File: src/rtl/dmem_pkg.sv
// Shared constants and helpers for the data-memory arbiter: FSM state codes,
// owner encoding, byte-lane selectors and the address range check.
package dmem_pkg;

  localparam int DEPTH_DEF = 100;

  localparam logic [2:0] S_IDLE  = 3'd0;
  localparam logic [2:0] S_RD    = 3'd1;
  localparam logic [2:0] S_WR_HI = 3'd2;
  localparam logic [2:0] S_WR_LO = 3'd3;
  localparam logic [2:0] S_ACK   = 3'd4;

  localparam logic OWN_A = 1'b0;
  localparam logic OWN_B = 1'b1;

  localparam logic HI = 1'b1;
  localparam logic LO = 1'b0;

  // A 16-bit word occupies addr and addr+1, so the last legal word address is depth-2.
  function automatic logic addr_ok(input logic [31:0] addr, input int unsigned depth);
    return (addr + 32'd2) <= 32'(depth);
  endfunction

  // One byte of a big-endian word, zero-extended to the memory write bus.
  function automatic logic [15:0] lane_word(input logic [15:0] w, input logic lane);
    return {8'h00, (lane == HI) ? w[15:8] : w[7:0]};
  endfunction

endpackage

File: src/rtl/dmem_arbiter_if.sv
// Requester-side handshake bundle: one instance per port of the arbiter.
interface dmem_req_if #(
  parameter int AW = 16,
  parameter int DW = 16
);
  logic          req;
  logic          we;
  logic [AW-1:0] addr;
  logic [DW-1:0] wdata;
  logic          ack;
  logic [DW-1:0] rdata;
  logic          err;

  modport master (output req, we, addr, wdata, input ack, rdata, err);
  modport slave  (input req, we, addr, wdata, output ack, rdata, err);
endinterface

File: src/rtl/dmem_arbiter_rr_arb2.sv
// Two-way round-robin grant; the last-grant history is kept by the caller.
module rr_arb2
  import dmem_pkg::*;
(
  input  logic req_a,
  input  logic req_b,
  input  logic last_gnt,
  output logic gnt_a,
  output logic gnt_b
);

  // On a tie the port that was not served last wins.
  assign gnt_a = req_a & (~req_b | (last_gnt == OWN_B));
  assign gnt_b = req_b & ~gnt_a;

endmodule

File: src/rtl/dmem_arbiter.sv
// Shares a byte-wide data memory between two 16-bit requesters; stores are
// split into two big-endian byte writes, loads are one registered access.
module dmem_arbiter
  import dmem_pkg::*;
#(
  parameter int DEPTH = DEPTH_DEF,
  parameter int AW    = 16,
  parameter int DW    = 16
) (
  input  logic          clk,
  input  logic          rst,
  dmem_req_if.slave     a,
  dmem_req_if.slave     b,
  output logic [AW-1:0] m_addr,
  output logic [DW-1:0] m_wdata,
  output logic          m_we,
  input  logic [DW-1:0] m_rdata,
  output logic          busy
);

  logic [2:0]    state;
  logic          owner_q;
  logic          err_q;
  logic          last_gnt;
  logic [DW-1:0] a_rdata_q;
  logic [DW-1:0] b_rdata_q;
  logic [AW-1:0] addr_q;
  logic [DW-1:0] wdata_q;

  logic          gnt_a;
  logic          gnt_b;
  logic          win_we;
  logic [AW-1:0] win_addr;
  logic [DW-1:0] win_wdata;
  logic          win_err;

  rr_arb2 u_arb (
    .req_a    (a.req),
    .req_b    (b.req),
    .last_gnt (last_gnt),
    .gnt_a    (gnt_a),
    .gnt_b    (gnt_b)
  );

  always_comb begin
    win_we    = gnt_b ? b.we    : a.we;
    win_addr  = gnt_b ? b.addr  : a.addr;
    win_wdata = gnt_b ? b.wdata : a.wdata;
    win_err   = ~addr_ok(32'(win_addr), DEPTH);
  end

  // Control: state, ownership, round-robin history and the per-port read registers.
  always_ff @(posedge clk or negedge rst) begin
    if (!rst) begin
      state     <= S_IDLE;
      owner_q   <= OWN_A;
      err_q     <= 1'b0;
      last_gnt  <= OWN_B;
      a_rdata_q <= '0;
      b_rdata_q <= '0;
    end else begin
      case (state)
        S_IDLE: begin
          if (gnt_a | gnt_b) begin
            owner_q <= gnt_b ? OWN_B : OWN_A;
            err_q   <= win_err;
            if (win_err) begin
              state <= S_ACK;
              // A rejected access reports zero data rather than a stale word.
              if (gnt_b) b_rdata_q <= '0;
              else       a_rdata_q <= '0;
            end else begin
              state <= win_we ? S_WR_HI : S_RD;
            end
          end
        end
        S_RD: begin
          if (owner_q == OWN_B) b_rdata_q <= m_rdata;
          else                  a_rdata_q <= m_rdata;
          state <= S_ACK;
        end
        S_WR_HI: state <= S_WR_LO;
        S_WR_LO: state <= S_ACK;
        S_ACK: begin
          last_gnt <= owner_q;
          state    <= S_IDLE;
        end
        default: state <= S_IDLE;
      endcase
    end
  end

  // Transaction payload is only consumed while busy, so it carries no reset.
  always_ff @(posedge clk) begin
    if ((state == S_IDLE) && (gnt_a | gnt_b)) begin
      addr_q  <= win_addr;
      wdata_q <= win_wdata;
    end
  end

  // Memory bus is a pure decode of registered state; requests never reach it directly.
  always_comb begin
    m_addr  = '0;
    m_wdata = '0;
    m_we    = 1'b0;
    case (state)
      S_RD: m_addr = addr_q;
      S_WR_HI: begin
        m_addr  = addr_q;
        m_wdata = DW'(lane_word(wdata_q[15:0], HI));
        m_we    = 1'b1;
      end
      S_WR_LO: begin
        m_addr  = addr_q + AW'(1);
        m_wdata = DW'(lane_word(wdata_q[15:0], LO));
        m_we    = 1'b1;
      end
      default: ;
    endcase
  end

  assign busy = (state != S_IDLE);

  assign a.ack   = (state == S_ACK) && (owner_q == OWN_A);
  assign b.ack   = (state == S_ACK) && (owner_q == OWN_B);
  assign a.err   = a.ack & err_q;
  assign b.err   = b.ack & err_q;
  assign a.rdata = a_rdata_q;
  assign b.rdata = b_rdata_q;

endmodule

File: src/flat_wrapper.sv
// flat-port wrapper written by rule: the top's interface ports become plain ports
module dmem_arbiter_flat import dmem_pkg::*;
#(
  parameter int DEPTH = DEPTH_DEF,
  parameter int AW    = 16,
  parameter int DW    = 16
)
  (clk, rst, m_addr, m_wdata, m_we, m_rdata, busy, a_req, a_we, a_addr, a_wdata, a_ack, a_rdata, a_err, b_req, b_we, b_addr, b_wdata, b_ack, b_rdata, b_err);
  dmem_req_if #(.AW(AW), .DW(DW)) a_i ();
  dmem_req_if #(.AW(AW), .DW(DW)) b_i ();
  input  logic clk;
  input  logic rst;
  output logic [AW-1:0] m_addr;
  output logic [DW-1:0] m_wdata;
  output logic m_we;
  input  logic [DW-1:0] m_rdata;
  output logic busy;
  input wire logic [$bits(a_i.req)-1:0] a_req;
  input wire logic [$bits(a_i.we)-1:0] a_we;
  input wire logic [$bits(a_i.addr)-1:0] a_addr;
  input wire logic [$bits(a_i.wdata)-1:0] a_wdata;
  output wire logic [$bits(a_i.ack)-1:0] a_ack;
  output wire logic [$bits(a_i.rdata)-1:0] a_rdata;
  output wire logic [$bits(a_i.err)-1:0] a_err;
  input wire logic [$bits(b_i.req)-1:0] b_req;
  input wire logic [$bits(b_i.we)-1:0] b_we;
  input wire logic [$bits(b_i.addr)-1:0] b_addr;
  input wire logic [$bits(b_i.wdata)-1:0] b_wdata;
  output wire logic [$bits(b_i.ack)-1:0] b_ack;
  output wire logic [$bits(b_i.rdata)-1:0] b_rdata;
  output wire logic [$bits(b_i.err)-1:0] b_err;
  assign a_i.req = a_req;
  assign a_i.we = a_we;
  assign a_i.addr = a_addr;
  assign a_i.wdata = a_wdata;
  assign a_ack = a_i.ack;
  assign a_rdata = a_i.rdata;
  assign a_err = a_i.err;
  assign b_i.req = b_req;
  assign b_i.we = b_we;
  assign b_i.addr = b_addr;
  assign b_i.wdata = b_wdata;
  assign b_ack = b_i.ack;
  assign b_rdata = b_i.rdata;
  assign b_err = b_i.err;
  dmem_arbiter #(.DEPTH(DEPTH), .AW(AW), .DW(DW)) u_core (.clk(clk), .rst(rst), .a(a_i), .b(b_i), .m_addr(m_addr), .m_wdata(m_wdata), .m_we(m_we), .m_rdata(m_rdata), .busy(busy));
endmodule
File: config.mk
export PLATFORM = sky130hd
export DESIGN_NAME = dmem_arbiter_flat
export DESIGN_NICKNAME = d
export VERILOG_FILES = /design/src/rtl/dmem_pkg.sv /design/src/rtl/dmem_arbiter_if.sv /design/src/rtl/dmem_arbiter_rr_arb2.sv /design/src/rtl/dmem_arbiter.sv /design/src/flat_wrapper.sv
export SDC_FILE = /design/constraint.sdc
export NUM_CORES = 1
export LEC_CHECK = 0
export ABC_CLOCK_PERIOD_IN_PS = 3700
export BUFFER_PORTS_ARGS = -buffer_cell sky130_fd_sc_hd__buf_2
export CAP_MARGIN = 0
export CORE_AREA = 2 2 126 128
export DETAILED_ROUTE_END_ITERATION = 16
export DIE_AREA = 0 0 128 130
export PLACE_DENSITY = 0.61
export RECOVER_POWER = 100
export SLEW_MARGIN = 20
export SYNTH_ARGS = -nofsm -noshare
export SYNTH_HDL_FRONTEND = slang
export SYNTH_SLANG_ARGS = --single-unit
export TNS_END_PERCENT = 10
File: constraint.sdc
create_clock -name clk -period 3.7 [get_ports clk]
set_input_delay 0.185 -clock clk [delete_from_list [all_inputs] [get_ports clk]]
set_output_delay 0.185 -clock clk [all_outputs]
set_load 0.01 [all_outputs]
# Word level (Yosys, flattened, before mapping)
# Index checks and enable logic that the tools add are counted.
# word_totals
output_inout_bits	70
elab_cells	64
regBits	70
# op_classes
muxes	21
n_eq_ne	10
bitwise	10
reduce_logical	12
magnitude_cmp	1
addsub	2
# ops
operator	n
2-to-1 mux 16 bit	10
case mux 16 bit (2 select lines)	3
<= comparator 32 x 7 -> 1 bit, second input constant	1
adder 16 x 2 -> 17 bit, second input constant	1
adder 16 x 1 -> 16 bit, second input constant	1
case mux 8 bit (2 select lines)	1
AND reduction 5 bit	2
case mux 3 bit (3 select lines)	1
equality test 3 x 2 -> 1 bit, second input constant	2
2-to-1 mux 3 bit	2
inequality test 2 x 1 -> 1 bit, second input constant	3
inequality test 2 bit, second input constant	3
OR reduction 2 bit	3
AND 1 bit	4
inverter 1 bit	4
equality test 3 x 1 -> 1 bit, second input constant	1
equality test 3 bit, second input constant	1
logical AND 1 bit	3
logical NOT 3 bit	1
2-to-1 mux 1 bit	3
nonzero test 3 bit	1
2-to-1 mux 2 bit	1
OR 1 bit	2
AND reduction 2 bit	1
nonzero test 2 bit	1

# Logic depth before layout (Yosys ltp)
# logic_depth
ltp_word	11
ltp_mapped	17

# Hierarchy
# From an unflattened synthesis, not the netlist that was laid out.
# unflattened
cells_unflattened	413
hier_area_um2	4297.9
# modules_own_cells
module	seq_area_each_um2	cells_per_inst	area_each_um2	n_inst
dmem_arbiter	1913.1	410	4279.1	1
rr_arb2	0.0	3	18.8	1

# Least setup slack after synthesis
# OpenSTA, ideal clock, no wires.
# synth_path
kind	reg2reg
start	register u_core.last_gnt
end	register u_core.b_rdata_q[10], in the netlist u_core.b.rdata[10]
period_less_slack_ps	3745
required_ps	3578
arrival_ps	3623
path_buffers	4
slack_ps	-45
stages_incl_launch_ff	16
setup_ps	122
path_cell_list	dfstp_2 > a21bo_2 > buf_6 > clkbuf_1 > clkbuf_1 > nand2_1 > nand2_1 > ha_1 > nand3_1 > mux2i_1 > mux2_2 > o32a_1 > o31a_1 > a41o_2 > buf_4 > a32o_1
# synth_between
elab_chain_len	9
elab_cells_between_ends	12
# synth_lines
element	line_no	rtl
from (decl)	dmem_arbiter.sv:24	logic last_gnt;
from (signal assigned)	dmem_arbiter.sv:85	last_gnt <= owner_q;
OR 1 bit	dmem_arbiter_rr_arb2.sv:13	assign gnt_a = req_a & (~req_b | (last_gnt == OWN_B));
AND 1 bit	dmem_arbiter_rr_arb2.sv:13	
inverter 1 bit	dmem_arbiter_rr_arb2.sv:14	assign gnt_b = req_b & ~gnt_a;
AND 1 bit	dmem_arbiter_rr_arb2.sv:14	
2-to-1 mux 16 bit	dmem_arbiter.sv:47	win_addr = gnt_b ? b.addr : a.addr;
named net u_core.win_addr[2]	dmem_arbiter.sv:33	logic [AW-1:0] win_addr;
adder 16 x 2 -> 17 bit	dmem_pkg.sv:21	return (addr + 32'd2) <= 32'(depth);
<= comparator 32 x 7 -> 1 bit	dmem_pkg.sv:21	
inequality test 2 bit (no source line)	--	
AND reduction 5 bit (no source line)	--	
to (signal assigned)	dmem_arbiter.sv:78	if (owner_q == OWN_B) b_rdata_q <= m_rdata;
to (decl)	dmem_arbiter.sv:26	logic [DW-1:0] b_rdata_q;
# The timed path passes the listed nets, and every way through them passes these cells.
# A chain may end at the register's enable or synchronous reset.

# Final worst setup path
# layout_path
start	register u_core.last_gnt
end	register u_core.b_rdata_q[7], in the netlist u_core.b.rdata[7]
# Same word-level chain as after synthesis.

==> results.md <==
- I/O pin count: 156
- Violations in the final reports: capacitance limit, slew limit
- Antenna viol nets, final: 0
- Peak Freq: 294.2 MHz
- Final global-route overflow total: 0
- DPL Wire Length: 10,130 um
- CP startpoint kind: flip-flop
- Via count of the first global-routing pass: 4,093
- Horizontal extent of the die: 128 um
- Die area: 0.01664 mm^2
- CTS Sinks: 70
- Die Height: 130 um
- Initial DRC count: 395
- Summed instance area of the synthesized netlist: 0.004498 mm^2
- Area contributors post-synth: sky130_fd_sc_hd__edfxtp_1 (21%), sky130_fd_sc_hd__dfrtp_1 (21%), sky130_fd_sc_hd__nand2_1 (9.2%)
- MaxCap Viol Count: 1
- Worst clock skew: 0.004222 ns
- Largest buffer count on any clock path: 2
- Warnings, synthesis: 0
- Post-synthesis area per instance: 8.684 um^2
- Class of the tightest hold or removal check: input port to flip-flop
- Required time reported for the critical path endpoint: 3.91 ns
- Most common library cell in the layout ignoring fill and taps: sky130_fd_sc_hd__nand2_1
- Post-synthesis instance total: 518
- Cell at the root of the clock tree: sky130_fd_sc_hd__clkbuf_16
- Max Slew Vio Count: 39
- Maximum fanout along the worst path: 16
- Worst setup path start: u_core.last_gnt$_DFFE_PN1N_
- Share of synthesized area occupied by flip-flops and latches: 0.4253
- CTS buffer count: 9
- Power density relative to cell area: 393.5 mW/mm^2
- Run status: complete, but fails checks
- Number of design rule violations left after detail routing: 0
- Final period util: 0.9188
- Post-synthesis cell type with the largest combined area: sky130_fd_sc_hd__edfxtp_1
- Arrival time at the worst endpoint: 3.61 ns
- Proportion of register bits with asynchronous set or reset after synthesis: 0.5429
- Cell depth of the worst min-delay path: 2
- Share of the synthesized area in the top cell type: 0.2136
- Worst R2R Start: u_core.last_gnt$_DFFE_PN1N_
- Maximum number of pins on one net before global-route repair: 44
- Hold Slack: 0.1207 ns
- Capturing element type of the critical path: flip-flop
- Number of optimization iterations in the first detailed-route pass: 5
- Final sum of negative setup slack: 0 ns
- Postcts setup bufs: 0
- CTS tree: done
- Synthesis-to-layout area growth: 25.12%
- Clock insertion delay at the later pin of the skew report: 0.32 ns
- Count of endpoints failing hold in the final timing report: 0
- Top_reg_cell synth: sky130_fd_sc_hd__dfrtp_1
- Starting utilization of the core area: 0.2916
- Number of enable-type register cells in the synthesized netlist: 32
- Utilization after layout: 0.3649
- GRT Util Overall: 0.1630
- Worst min-delay path startpoint: m_rdata[4]
- Actual transition at the worst max-transition pin: 2.126 ns
- Final worst path period need: 3.399 ns
- Detailed-route via count: 4,427
- Number of storage elements in the synthesis netlist: 70
- Static power due to leakage: 2.434 nW
- Depth of the worst register-to-register path: 11
- Largest voltage drop on the vdd net: 0.1740 mV
- Wire length per cell: 16.14 um
- RSZ-0062 raised after global routing: no
- Worst setup path category: flip-flop to flip-flop
- Leading cell types in the layout, fill and taps excluded: sky130_fd_sc_hd__nand2_1 (110), sky130_fd_sc_hd__buf_2 (86), sky130_fd_sc_hd__nand3_1 (70)
- Relative slew margins: -0.4173
- Total wire length: 13,810 um
- Placeable core region: 0.01542 mm^2
- Wire length of the first global-routing pass: 21,440 um
- Setup violation total in the final timing report: 0
- Post-layout nets: 745
- Count of port buffers added during placement: 147
- Fraction of final layout cells with drive strength greater than 1: 0.1858
- CTS H-Tree Depth: 3
- Placement Rows: 46
- Routability congestion estimate from global placement: 0.8998
- Initial antenna violation count: 1
- Clock-pin slew on the worst setup and hold paths: 0.06 ns
- Mean number of vias per cell: 5.172
- Distinct cell type count of the synthesized netlist: 66
worst max-delay path: stages, from the launching register on:
cell	delay, ns
sky130_fd_sc_hd__dfstp_2	0.57
sky130_fd_sc_hd__a21bo_1	0.24
sky130_fd_sc_hd__nand2_1	0.09
sky130_fd_sc_hd__nand2_1	0.10
sky130_fd_sc_hd__ha_1	0.22
sky130_fd_sc_hd__nand3_1	0.16
sky130_fd_sc_hd__mux2i_1	0.37
sky130_fd_sc_hd__mux2_2	0.38
sky130_fd_sc_hd__o32a_1	0.15
sky130_fd_sc_hd__o31a_1	0.34
sky130_fd_sc_hd__a41o_2	0.41
sky130_fd_sc_hd__a32o_1	0.26
area by class of cell:
class	instances	area [um^2]
Antenna cell	2	5.005
Clock buffer	14	296.5
Clock inverter	2	10.01
Fill cell	1616	9797
Inverter	15	56.30
Multi-Input combinational cell	400	2349
Sequential cell	70	1913
Tap cell	192	240.2
Timing Repair Buffer	161	758.2
routing by layer:
metal	vias up	global-route usage	part of all wire
met1	2076	0.2185	0.45
li1	2169	-	-
met5	-	0	0
met3	21	0.04961	0.070
met4	0	0.05947	0.020
met2	161	0.2501	0.46
repair_timing:
action,4_1_cts,5_1_grt
hold endpoints to repair,37,0
hold buffers,1,0
resized for setup,0,0
cells in the mapped netlist (3+ instances only):
| cell | n |
|---|---|
| sky130_fd_sc_hd__nand2_1 | 110 |
| sky130_fd_sc_hd__nand3_1 | 70 |
| sky130_fd_sc_hd__dfrtp_1 | 37 |
| sky130_fd_sc_hd__nor2_1 | 35 |
| sky130_fd_sc_hd__edfxtp_1 | 32 |
| sky130_fd_sc_hd__clkbuf_1 | 20 |
| sky130_fd_sc_hd__mux2i_1 | 19 |
| sky130_fd_sc_hd__o21ai_0 | 19 |
| sky130_fd_sc_hd__a31o_1 | 16 |
| sky130_fd_sc_hd__a32o_1 | 16 |
| sky130_fd_sc_hd__inv_1 | 15 |
| sky130_fd_sc_hd__nor3_1 | 11 |
| sky130_fd_sc_hd__a21oi_1 | 10 |
| sky130_fd_sc_hd__buf_4 | 10 |
| sky130_fd_sc_hd__nand2b_1 | 7 |
| sky130_fd_sc_hd__buf_1 | 5 |
| sky130_fd_sc_hd__nand4_1 | 5 |
| sky130_fd_sc_hd__a32oi_1 | 4 |
| sky130_fd_sc_hd__and3_1 | 4 |
| sky130_fd_sc_hd__buf_6 | 4 |
| sky130_fd_sc_hd__a21o_1 | 3 |
| sky130_fd_sc_hd__a311oi_1 | 3 |
| sky130_fd_sc_hd__and4_1 | 3 |
| sky130_fd_sc_hd__mux2_2 | 3 |
| sky130_fd_sc_hd__nor2b_1 | 3 |
| sky130_fd_sc_hd__o22ai_1 | 3 |
| sky130_fd_sc_hd__xor2_1 | 3 |
flip-flops by register name, indices dropped and copies added, names as in the netlist:
register and flops:
u_core.addr_q 16, u_core.wdata_q 16, u_core.state 3, u_core.last_gnt 1, u_core.b.rdata 16, u_core.owner_q 1, u_core.a.rdata 16, u_core.err_q 1
where the power goes:
| group | switching (mW) | leakage [nW] | internal (mW) | total, mW |
|---|---|---|---|---|
| sequential | 0.0555 | 0.833 | 0.896 | 0.951 |
| combinational | 0.266 | 1.45 | 0.140 | 0.406 |
| clock | 0.305 | 0.153 | 0.552 | 0.857 |
| total | 0.627 | 2.43 | 1.59 | 2.21 |
metrics by stage:
| stage | setup slack, ns | power, mW | instances | instance area [um^2] |
|---|---|---|---|---|
| 2_1_floorplan | 0.03309 | 1.210 | 525 | 4526 |
| 3_3_place_gp | 0.4424 | 1.373 | 837 | 5399 |
| 3_5_place_dp | 0.3760 | 1.377 | 837 | 5399 |
| 4_1_cts | 0.3615 | 2.242 | 854 | 5715 |
| 5_1_grt | 0.09112 | 2.317 | 854 | 5623 |
| 6_report | 0.3006 | 2.214 | 856 | 5628 |
final timing paths:
path / slack, ns / endpoint
max reg2reg: 0.30 / u_core.b.rdata[7]$_DFFE_PN0P_
min: 0.12 / u_core.b.rdata[4]$_DFFE_PN0P_
max: 0.30 / u_core.b.rdata[7]$_DFFE_PN0P_
min in group asynchronous: 1.02 / u_core.b.rdata[12]$_DFFE_PN0P_
min reg2reg: 0.49 / u_core.b.rdata[10]$_DFFE_PN0P_
max in group asynchronous: 1.46 / u_core.a.rdata[1]$_DFFE_PN0P_
logic make-up after synthesis:
kind of cell / Yosys count / synth area share
simple gates: 260 / 0.2645
flops: 70 / 0.4253
compound gates: 101 / 0.1747
mux: 26 / 0.06203
other cells: 1 / 0.0008337
buf+inv: 55 / 0.06119
xor+xnor: 3 / 0.005843
fa+ha+maj: 2 / 0.005562
(Power assumes the default switching activity.)
